**src/rtl/axi4_lite_pkg.sv**
```systemverilog
// Shared AXI4-Lite types: response codes used by bridge, interconnect and slaves,
// plus the master bridge state encoding.
package axi4_lite_pkg;

  typedef enum logic [1:0] {
    OKAY   = 2'b00,
    EXOKAY = 2'b01,
    SLVERR = 2'b10,
    DECERR = 2'b11
  } resp_t;

  typedef enum logic [2:0] {
    StIdle,
    StWrAddrData,
    StWrResp,
    StRdAddr,
    StRdData,
    StResp
  } bridge_state_e;

endpackage

```
**src/rtl/axi4_lite_if.sv**
```systemverilog
// AXI4-Lite channel bundle connecting masters, the interconnect and slaves.
interface axi4_lite_if #(
  parameter int unsigned ADDR_WIDTH = 32,
  parameter int unsigned DATA_WIDTH = 32
);
  import axi4_lite_pkg::*;

  logic                    awvalid;
  logic                    awready;
  logic [ADDR_WIDTH-1:0]   awaddr;
  logic                    wvalid;
  logic                    wready;
  logic [DATA_WIDTH-1:0]   wdata;
  logic [DATA_WIDTH/8-1:0] wstrb;
  logic                    bvalid;
  logic                    bready;
  resp_t                   bresp;
  logic                    arvalid;
  logic                    arready;
  logic [ADDR_WIDTH-1:0]   araddr;
  logic                    rvalid;
  logic                    rready;
  logic [DATA_WIDTH-1:0]   rdata;
  resp_t                   rresp;

  modport master (
    output awvalid, awaddr, wvalid, wdata, wstrb, bready, arvalid, araddr, rready,
    input  awready, wready, bvalid, bresp, arready, rvalid, rdata, rresp
  );

  modport slave (
    input  awvalid, awaddr, wvalid, wdata, wstrb, bready, arvalid, araddr, rready,
    output awready, wready, bvalid, bresp, arready, rvalid, rdata, rresp
  );

endinterface

```
**src/rtl/axi4_lite_master_bridge.sv**
```systemverilog
// Turns single-outstanding core load/store requests into AXI4-Lite transactions and
// returns a one-cycle response pulse. All outputs except req_ready are registered.
module axi4_lite_master_bridge
  import axi4_lite_pkg::*;
#(
  parameter int unsigned ADDR_WIDTH = 32,
  parameter int unsigned DATA_WIDTH = 32
) (
  input  logic                    clk,
  input  logic                    rst,
  input  logic                    req_valid,
  output logic                    req_ready,
  input  logic                    req_write,
  input  logic [ADDR_WIDTH-1:0]   req_addr,
  input  logic [DATA_WIDTH-1:0]   req_wdata,
  input  logic [DATA_WIDTH/8-1:0] req_wstrb,
  output logic                    resp_valid,
  output logic [DATA_WIDTH-1:0]   resp_rdata,
  output logic                    resp_err,
  axi4_lite_if.master             master_if
);

  localparam int unsigned StrbWidth = DATA_WIDTH / 8;

  bridge_state_e         state_q, state_d;
  logic [ADDR_WIDTH-1:0] addr_q, addr_d;
  logic [DATA_WIDTH-1:0] wdata_q, wdata_d;
  logic [StrbWidth-1:0]  wstrb_q, wstrb_d;
  logic                  aw_done_q, aw_done_d;
  logic                  w_done_q, w_done_d;
  logic                  awvalid_q, awvalid_d;
  logic                  wvalid_q, wvalid_d;
  logic                  bready_q, bready_d;
  logic                  arvalid_q, arvalid_d;
  logic                  rready_q, rready_d;
  logic                  resp_valid_q, resp_valid_d;
  logic [DATA_WIDTH-1:0] resp_rdata_q, resp_rdata_d;
  logic                  resp_err_q, resp_err_d;

  logic accept, aw_hs, w_hs, b_hs, ar_hs, r_hs;

  assign accept = (state_q == StIdle) && req_valid;
  assign aw_hs  = awvalid_q && master_if.awready;
  assign w_hs   = wvalid_q && master_if.wready;
  assign b_hs   = bready_q && master_if.bvalid;
  assign ar_hs  = arvalid_q && master_if.arready;
  assign r_hs   = rready_q && master_if.rvalid;

  always_ff @(posedge clk) begin
    if (rst) begin
      state_q      <= StIdle;
      addr_q       <= '0;
      wdata_q      <= '0;
      wstrb_q      <= '0;
      aw_done_q    <= 1'b0;
      w_done_q     <= 1'b0;
      awvalid_q    <= 1'b0;
      wvalid_q     <= 1'b0;
      bready_q     <= 1'b0;
      arvalid_q    <= 1'b0;
      rready_q     <= 1'b0;
      resp_valid_q <= 1'b0;
      resp_rdata_q <= '0;
      resp_err_q   <= 1'b0;
    end else begin
      state_q      <= state_d;
      addr_q       <= addr_d;
      wdata_q      <= wdata_d;
      wstrb_q      <= wstrb_d;
      aw_done_q    <= aw_done_d;
      w_done_q     <= w_done_d;
      awvalid_q    <= awvalid_d;
      wvalid_q     <= wvalid_d;
      bready_q     <= bready_d;
      arvalid_q    <= arvalid_d;
      rready_q     <= rready_d;
      resp_valid_q <= resp_valid_d;
      resp_rdata_q <= resp_rdata_d;
      resp_err_q   <= resp_err_d;
    end
  end

  always_comb begin
    state_d = state_q;
    unique case (state_q)
      StIdle:       if (req_valid) state_d = req_write ? StWrAddrData : StRdAddr;
      StWrAddrData: if ((aw_done_q || aw_hs) && (w_done_q || w_hs)) state_d = StWrResp;
      StWrResp:     if (b_hs) state_d = StResp;
      StRdAddr:     if (ar_hs) state_d = StRdData;
      StRdData:     if (r_hs) state_d = StResp;
      StResp:       state_d = StIdle;
      default:      state_d = StIdle;
    endcase
  end

  // Registered outputs are decoded from the next state so they line up with it.
  always_comb begin
    addr_d       = addr_q;
    wdata_d      = wdata_q;
    wstrb_d      = wstrb_q;
    resp_rdata_d = resp_rdata_q;
    resp_err_d   = resp_err_q;
    if (accept) begin
      addr_d  = req_addr;
      wdata_d = req_wdata;
      wstrb_d = req_wstrb;
    end else if (state_d == StIdle) begin
      addr_d = '0;
    end
    aw_done_d    = (state_q == StWrAddrData) && (aw_done_q || aw_hs);
    w_done_d     = (state_q == StWrAddrData) && (w_done_q || w_hs);
    awvalid_d    = (state_d == StWrAddrData) && !aw_done_d;
    wvalid_d     = (state_d == StWrAddrData) && !w_done_d;
    bready_d     = (state_d == StWrResp);
    arvalid_d    = (state_d == StRdAddr);
    rready_d     = (state_d == StRdData);
    resp_valid_d = (state_d == StResp);
    if (b_hs) begin
      resp_rdata_d = '0;
      resp_err_d   = (master_if.bresp != OKAY);
    end
    if (r_hs) begin
      resp_rdata_d = master_if.rdata;
      resp_err_d   = (master_if.rresp != OKAY);
    end
  end

  assign req_ready         = (state_q == StIdle);
  assign resp_valid        = resp_valid_q;
  assign resp_rdata        = resp_rdata_q;
  assign resp_err          = resp_err_q;
  assign master_if.awvalid = awvalid_q;
  assign master_if.awaddr  = addr_q;
  assign master_if.wvalid  = wvalid_q;
  assign master_if.wdata   = wdata_q;
  assign master_if.wstrb   = wstrb_q;
  assign master_if.bready  = bready_q;
  assign master_if.arvalid = arvalid_q;
  assign master_if.araddr  = addr_q;
  assign master_if.rready  = rready_q;

endmodule

```
**src/flat_wrapper.sv**
```systemverilog
// flat-port wrapper written by rule: the top's interface ports become plain ports
module axi4_lite_master_bridge_flat import axi4_lite_pkg::*;
#(
  parameter int unsigned ADDR_WIDTH = 32,
  parameter int unsigned DATA_WIDTH = 32
)
  (clk, rst, req_valid, req_ready, req_write, req_addr, req_wdata, req_wstrb, resp_valid, resp_rdata, resp_err, master_if_awvalid, master_if_awaddr, master_if_wvalid, master_if_wdata, master_if_wstrb, master_if_bready, master_if_arvalid, master_if_araddr, master_if_rready, master_if_awready, master_if_wready, master_if_bvalid, master_if_bresp, master_if_arready, master_if_rvalid, master_if_rdata, master_if_rresp);
  axi4_lite_if #(.ADDR_WIDTH(ADDR_WIDTH), .DATA_WIDTH(DATA_WIDTH)) master_if_i ();
  input  logic clk;
  input  logic rst;
  input  logic req_valid;
  output logic req_ready;
  input  logic req_write;
  input  logic [ADDR_WIDTH-1:0] req_addr;
  input  logic [DATA_WIDTH-1:0] req_wdata;
  input  logic [DATA_WIDTH/8-1:0] req_wstrb;
  output logic resp_valid;
  output logic [DATA_WIDTH-1:0] resp_rdata;
  output logic resp_err;
  output wire logic [$bits(master_if_i.awvalid)-1:0] master_if_awvalid;
  output wire logic [$bits(master_if_i.awaddr)-1:0] master_if_awaddr;
  output wire logic [$bits(master_if_i.wvalid)-1:0] master_if_wvalid;
  output wire logic [$bits(master_if_i.wdata)-1:0] master_if_wdata;
  output wire logic [$bits(master_if_i.wstrb)-1:0] master_if_wstrb;
  output wire logic [$bits(master_if_i.bready)-1:0] master_if_bready;
  output wire logic [$bits(master_if_i.arvalid)-1:0] master_if_arvalid;
  output wire logic [$bits(master_if_i.araddr)-1:0] master_if_araddr;
  output wire logic [$bits(master_if_i.rready)-1:0] master_if_rready;
  input wire logic [$bits(master_if_i.awready)-1:0] master_if_awready;
  input wire logic [$bits(master_if_i.wready)-1:0] master_if_wready;
  input wire logic [$bits(master_if_i.bvalid)-1:0] master_if_bvalid;
  input wire logic [$bits(master_if_i.bresp)-1:0] master_if_bresp;
  input wire logic [$bits(master_if_i.arready)-1:0] master_if_arready;
  input wire logic [$bits(master_if_i.rvalid)-1:0] master_if_rvalid;
  input wire logic [$bits(master_if_i.rdata)-1:0] master_if_rdata;
  input wire logic [$bits(master_if_i.rresp)-1:0] master_if_rresp;
  assign master_if_awvalid = master_if_i.awvalid;
  assign master_if_awaddr = master_if_i.awaddr;
  assign master_if_wvalid = master_if_i.wvalid;
  assign master_if_wdata = master_if_i.wdata;
  assign master_if_wstrb = master_if_i.wstrb;
  assign master_if_bready = master_if_i.bready;
  assign master_if_arvalid = master_if_i.arvalid;
  assign master_if_araddr = master_if_i.araddr;
  assign master_if_rready = master_if_i.rready;
  assign master_if_i.awready = master_if_awready;
  assign master_if_i.wready = master_if_wready;
  assign master_if_i.bvalid = master_if_bvalid;
  assign master_if_i.bresp = master_if_bresp;
  assign master_if_i.arready = master_if_arready;
  assign master_if_i.rvalid = master_if_rvalid;
  assign master_if_i.rdata = master_if_rdata;
  assign master_if_i.rresp = master_if_rresp;
  axi4_lite_master_bridge #(.ADDR_WIDTH(ADDR_WIDTH), .DATA_WIDTH(DATA_WIDTH)) u_core (.clk(clk), .rst(rst), .req_valid(req_valid), .req_ready(req_ready), .req_write(req_write), .req_addr(req_addr), .req_wdata(req_wdata), .req_wstrb(req_wstrb), .resp_valid(resp_valid), .resp_rdata(resp_rdata), .resp_err(resp_err), .master_if(master_if_i));
endmodule
```
**config.mk**
```make
export PLATFORM = sky130hd
export DESIGN_NAME = axi4_lite_master_bridge_flat
export DESIGN_NICKNAME = d
export VERILOG_FILES = /design/src/rtl/axi4_lite_pkg.sv /design/src/rtl/axi4_lite_if.sv /design/src/rtl/axi4_lite_master_bridge.sv /design/src/flat_wrapper.sv
export SDC_FILE = /design/constraint.sdc
export NUM_CORES = 1
export LEC_CHECK = 0
export CORE_AREA = 3 3 138 140
export DETAILED_ROUTE_END_ITERATION = 16
export DIE_AREA = 0 0 141 143
export REMOVE_ABC_BUFFERS = 1
export SYNTH_ARGS = -nofsm -noshare
export SYNTH_HDL_FRONTEND = slang
export SYNTH_SLANG_ARGS = --single-unit
```
**constraint.sdc**
```tcl
create_clock -name clk -period 2.1 [get_ports clk]
set_input_delay 0.42 -clock clk [delete_from_list [all_inputs] [get_ports clk]]
set_output_delay 0.42 -clock clk [all_outputs]
set_load 0.005 [all_outputs]
```
# Word-level counts from Yosys, hierarchy flattened

Index checks and enable logic that the tools add are counted.

Equal/unequal tests: 9
Mux-type cells: 13
Reduce and logical (&&, ||, !) cells: 21

Operators by type and width:

| cell                                                                  | number |
|---|---|
| 32-bit 2-to-1 mux                                                     | 4 |
| 3-bit 2-to-1 mux                                                      | 5 |
| 3-bit one-hot mux with 5 select lines                                 | 1 |
| 3-bit by 2-bit equality test with 1-bit output, second input constant | 4 |
| 1-bit logical AND                                                     | 11 |
| 3-bit equality test, second input constant                            | 3 |
| 2-bit nonzero test                                                    | 4 |
| 3-bit by 1-bit equality test with 1-bit output, second input constant | 2 |
| 3-bit zero test                                                       | 2 |
| 1-bit zero test                                                       | 2 |
| 1-bit logical OR                                                      | 2 |
| 1-bit 2-to-1 mux                                                      | 2 |
| 2-bit 2-to-1 mux                                                      | 1 |

Bits in registers: 112
Input port bits: 113
Output and inout bits: 140
Word-level logic and storage cells: 57

# Longest topological paths before layout

Depth after elaboration: 8
Depth in mapped cells: 7
Gate-level depth less buffers: 5

# Least setup slack after synthesis

OpenSTA, ideal clock, no wires.

Kind: input-to-reg
From: input master_if_rvalid
To: register u_core.addr_q[0] (netlist: u_core.master_if.araddr[0])
Setup time: 0.115 ns
Data arrival time: 1.571 ns
Required time: 1.985 ns
Path slack: 0.414 ns
Stages: 6
Buffers on the path: 1
Cell sequence: and3_2 -> o21ai_0 -> nand4_1 -> nor3b_4 -> buf_6 -> o21ai_2

Word-level cells in the longest chain between the ends: 5

Ends and longest elaborated chain:

| what                                  | line                           | text |
|---|---|---|
| from (decl)                           | flat_wrapper.sv:34             | `input wire logic [$bits(master_if_i.rvalid)-1:0] master_if_rvalid;` |
| 1-bit logical AND                     | axi4_lite_master_bridge.sv:47  | `assign r_hs = rready_q && master_if.rvalid;` |
| 3-bit 2-to-1 mux                      | axi4_lite_master_bridge.sv:90  | `StRdData: if (r_hs) state_d = StResp;` |
| 3-bit one-hot mux with 5 select lines | axi4_lite_master_bridge.sv:85  | `unique case (state_q)` |
| 3-bit zero test                       | axi4_lite_master_bridge.sv:107 | `end else if (state_d == StIdle) begin` |
| 2-bit nonzero test (no line)          | -                              |  |
| to (signal assigned)                  | axi4_lite_master_bridge.sv:67  | `addr_q <= addr_d;` |
| to (decl)                             | axi4_lite_master_bridge.sv:26  | `logic [ADDR_WIDTH-1:0] addr_q, addr_d;` |

No other way between the ends.
A chain may end at the register's enable or synchronous reset.

# Final worst setup path

From: register u_core.state_q[2]
To: output req_ready

Word-level cells in the longest chain between the ends: 1

Ends and longest elaborated chain:

| what                   | line                           | text |
|---|---|---|
| from (decl)            | axi4_lite_master_bridge.sv:25  | `bridge_state_e state_q, state_d;` |
| from (signal assigned) | axi4_lite_master_bridge.sv:51  | `state_q <= StIdle;` |
| from (signal assigned) | axi4_lite_master_bridge.sv:66  | `state_q <= state_d;` |
| 3-bit zero test        | axi4_lite_master_bridge.sv:128 | `assign req_ready = (state_q == StIdle);` |
| to (decl)              | flat_wrapper.sv:12             | `output logic req_ready;` |

No other way between the ends.

==> results.md <==
* RSZ-0062 raised after global routing: no
* Final-layout fill cell count at 1723
* EDFF count, synth at 0
* Pwr Density at 698.0 nW/um2
* GRT Total Usage at 0.1348
* Worst setup SP type: register
* Crit Path Category: register to output pin
* Initial antenna violation count at 0
* Max_cap viols at 0
* Setup bufs post-CTS at 0
* DR vias/cell at 4.555
* Die Area at 20160 um2
* Final instance area at 7333 um2
* Fin crit period at 2.021 ns
* Final ANT Viol Nets at 0
* Register area share after synthesis at 0.5008
* Overflow after GRT at 0
* Initial Utilization at 0.2492
* Largest stage delay, worst path at 0.56 ns
* Slowest CP cell: clkdlybuf4s50_1
* Slew at the pin with the worst max-slew slack at 0.3349 ns
* Worst-skew pair later-pin latency at 0.34 ns
* Clk_skew at 0.007716 ns
* Vias in the first global route at 4160
* Clock sink total at 112
* Crit-path cells: nor3_2 -> clkdlybuf4s50_1
* Via count at 4277
* Die width at 141 um
* Crit. End Element: output pin
* Area Overhead vs Synth at 63.81%
* Dpl hpwl at 10230 um
* Mapped Cells at 498
* FFs w/ async S/R, synth at 0
* CTS tree: done
* Post-synth top flop: dfxtp_1
* Fin cells at 939
* Clock buffer depth at 2
* CTS Buf Count at 9
* Nets at 818
* Most frequent cells in the layout: clkdlybuf4s50_1, dfxtp_1, nand2_1, nand3b_1
* Final Max Slew Viols at 0
* Multi-input logic area at 1826 um2
* Dpl cells at 923
* # DRC at 0
* Post-route setup TNS at 0 ns
* Fin. Hold Viols at 0
* Cell row count at 49
* Largest net degree at the start of global routing at 69
* Clk root buf: clkbuf_16
* Register area at 2242 um2
* Hold_buf cts at 0
* CP required at 1.68 ns
* CORE AREA at 17960 um2
* Ant diodes at 0
* Yosys warns at 0
* FMAX at 494.9 MHz
* Reg clk slew, reported paths at 0.07 ns
* Outcome: completed
* Netlist cell types at 29
* Initial DRT Pass Iterations at 7
* Synth Area per Inst at 8.990 um2
* Post-synthesis cell area at 4477 um2
* Relative slew slack at 0.7767
* Routed WL at 14020 um
* DRT iter0 DRCs at 197
* Most common cell after layout, fill and taps aside: clkdlybuf4s50_1
* I/O Pins at 253
* #FFs+latches synth at 112
* VDD IR max at 0.0003250 V
* Final Cycle Share at 0.9622
* Worst Hold Class: input pin to register
* Wire length per cell at 14.93 um
* Critical Path AT at 1.60 ns
* Top delay family on crit path: buffers and inverters
* WP buf/inv at 1
* Cells resized by post-CTS repair at 0
* Post-placement cell area at 7057 um2
* PortBufs at 252
* H-tree depth at 3
* Share of layout cells above drive strength 1 at 0.08451
* Leak at 2.536 nW
* First-pass GRT wire length at 21870 um
* Final setup fails at 0
* CP max FO at 8
* Die Y at 143 um
* Global placer's final weighted congestion at 0.8258
[metrics by stage]
| step | hold slack (ns) | util | setup slack, ns | power (W) |
|---|---|---|---|---|
| final | 0.4293 | 0.4082 | 0.07943 | 0.005119 |
| after global routing | 0.4203 | 0.4082 | 0.002888 | 0.005378 |
| after CTS | 0.4076 | 0.4082 | 0.05557 | 0.005219 |
| after detailed placement | 0.4467 | 0.3928 | -0.1368 | 0.003581 |
| after global placement | 0.4410 | 0.3928 | -0.04462 | 0.003567 |
| after floorplan | 0.4467 | - | -1.257 | 0.002759 |
[report_power, final]
group | switching [W] | internal [W]
Sequential | 0.0000994 | 0.00225
Combinational | 0.000488 | 0.000676
Clock | 0.000764 | 0.000839
Total | 0.00135 | 0.00377
[routing by layer]
metal | wire length (um) | global-route usage | share of wire
met1 | 5986 | 0.1664 | 0.43
met5 | 0 | 0 | 0
met4 | 267 | 0.04844 | 0.019
met3 | 1254 | 0.04052 | 0.089
met2 | 6509 | 0.2240 | 0.46
[layout make-up]
type | instances | area share
timing repair buffer | 268 | 0.3685
sequential | 112 | 0.3057
tap | 229 | 0.03907
clock inverter | 4 | 0.004095
clock buffer | 12 | 0.03361
multi-input combinational | 314 | 0.2489
[cell usage after synthesis (2+ instances only)]
cell      number  area, um2
nor3_1         4      20.02
buf_1          4      15.01
nor2b_1        3      18.77
o21ai_2       20      175.2
dfxtp_1      112       2242
nand3b_1      65      488.0
buf_2          3      15.01
buf_6          3      33.78
buf_4         32      240.2
o21ai_1       10      50.05
nand2_1       77      289.0
nor2_1        40      150.1
nand4_1        2      12.51
a22oi_1       32      240.2
a21oi_1       41      205.2
o21ai_0        6      30.03
and2_1         3      18.77
clkbuf_1      30      112.6
[cells by family after synthesis]
| kind of cell | after synthesis | synth area share |
|---|---|---|
| AO/OA/AOI/OAI | 112 | 0.1669 |
| flip-flops | 112 | 0.5008 |
| AND/OR/NAND/NOR | 202 | 0.2392 |
| buffers and inverters | 72 | 0.09307 |
[registers in the layout, indices dropped and copies added (netlist names)]
| name | cells |
|---|---|
| u_core.master_if.araddr | 32 |
| u_core.master_if.wdata | 32 |
| u_core.resp_rdata | 32 |
| u_core.master_if.wstrb | 4 |
| u_core.state_q | 3 |
| u_core.aw_done_q | 1 |
| u_core.master_if.arvalid | 1 |
| u_core.master_if.awvalid | 1 |
| u_core.master_if.bready | 1 |
| u_core.master_if.rready | 1 |
| u_core.master_if.wvalid | 1 |
| u_core.resp_err | 1 |
| u_core.resp_valid | 1 |
| u_core.w_done_q | 1 |
[final timing paths]
kind	startpoint	end	slack, ns	depth (start not counted)
worst min-delay path	rst	u_core.state_q[1]$_SDFF_PP0_	0.43	2
worst min register to register	u_core.master_if.wdata[28]$_SDFFE_PP0P_	u_core.master_if.wdata[28]$_SDFFE_PP0P_	0.45	2
worst max-delay path	u_core.state_q[2]$_SDFF_PP0_	req_ready	0.08	2
worst max register to register	u_core.state_q[2]$_SDFF_PP0_	u_core.master_if.araddr[23]$_SDFFE_PP0P_	0.27	6
(Power assumes the default switching activity.)
==> edit, RTL diff (config.mk and constraints unchanged) <==
Encoding of `bridge_state_e`: now one-hot (6 bits for 6 states).
--- a/src/rtl/axi4_lite_pkg.sv
+++ b/src/rtl/axi4_lite_pkg.sv
@@ -9,13 +9,13 @@
     DECERR = 2'b11
   } resp_t;
 
-  typedef enum logic [2:0] {
-    StIdle,
-    StWrAddrData,
-    StWrResp,
-    StRdAddr,
-    StRdData,
-    StResp
+  typedef enum logic [5:0] {
+    StIdle       = 6'b000001,
+    StWrAddrData = 6'b000010,
+    StWrResp     = 6'b000100,
+    StRdAddr     = 6'b001000,
+    StRdData     = 6'b010000,
+    StResp       = 6'b100000
   } bridge_state_e;
 
 endpackage
Function: same outputs for any inputs over 10 cycles, from zero or initial values and one cycle with rst high; not proved beyond that.
==> edit against the unedited design <==
- design area grew 0.55%
- area after synthesis shrank 3.6%
- count of clock-buffer cells in the layout grew 8
- total power grew 21%
- routed wire length shrank 3.4%
- non-clock buffer count shrank 4
- critical path type unchanged
- critical endpoint unchanged
- largest cell class unchanged
- highest routed layer unchanged
- sequential cell count grew 3
- worst setup slack gained 0.097 ns
==> edit: results (changes against the unedited design) <==
- Status: complete, no violations
- Cells after DPL: 871 (-5.6%)
- Met3 usage: 4.72% (+0.67 points)
- Synth cell count leaders: dfxtp_1, nand2_1, a21oi_1
- Non-clock buffer count: 264 (-1.5%)
- Seq area share: 31.3% (+0.68 points)
- H-tree levels: 4 (+1)
- HP Class: reg2reg
- Layout filler cell count: 1722 (-0.058%)
- Skew final: 0.0106 ns (+0.00292 ns)
- Clock Latency Late Sink: 0.40 ns (+0.06 ns)
- DRT Wirelength: 13500 um (-3.4%)
- Multi-input comb cells: 262 (-17%)
- Sink of the worst hold path: u_core.master_if.wdata[25]$_SDFFE_PP0P_
- Post-synthesis sequential area ratio: 53.4% (+3.3 points)
- 1st-iter DRT viols: 123 (-38%)
- Final layout net count: 774 (-5.4%)
- FF-to-FF Start: u_core.state_q[1]$_SDFF_PP0_
- GRT met2 Usage: 23.3% (+0.91 points)
- Fin worst setup slack: 0.176 ns (+0.0969 ns)
- Hold_ws: 0.451 ns (+0.0216 ns)
- Slew @ Worst Pin: 0.586 ns (+0.251 ns)
- First-pass GRT wire length: 20900 um (-4.3%)
- Worst EP arrival: 1.50 ns (-0.10 ns)
- Routing usage on met1: 14.2% (-2.4 points)
- Dpl ws: 0.219 ns (+0.356 ns)
- Fraction of area in multi-input gates: 21.1% (-3.8 points)
- Clock buf/inv share: 7.69% (+3.9 points)
- Met1 WL: 5520 um (-7.8%)
## edit: cell types whose count changed in the layout (fill, tap and decap cells not counted), moves of 3 or more
cell	unedited run	this run
buf_4	12	8
clkinv_2	0	5
o21ai_0	6	2
o221a_2	0	3
nand3b_1	65	0
clkbuf_16	9	17
o21ai_1	10	2
a32o_1	1	31
o21ai_2	20	0
clkinvlp_4	4	1
## edit: power by group
| part | total (W) | switching (W) | internal (W) |
|---|---|---|---|
| registers | 0.00241 | 0.0000919 | 0.00232 |
| logic | 0.00107 | 0.000443 | 0.000626 |
| clock network | 0.00273 | 0.000947 | 0.00178 |
| total | 0.00621 | 0.00148 | 0.00473 |
## edit: logic make-up after synthesis
logic type | after synthesis | share of synthesized area [%]
simple gates | 136 | 14.0
compound gates | 125 | 21.8
flops | 115 | 53.4
buf+inv | 69 | 10.7
xor+xnor | 1 | 0.203
## edit: critical path, cell delays in order, from the launching register on
cell and delay, ns:
dfxtp_2 0.37, nor4_4 0.32, nand2_2 0.09, inv_1 0.07
dlygate4sd2_1 0.26
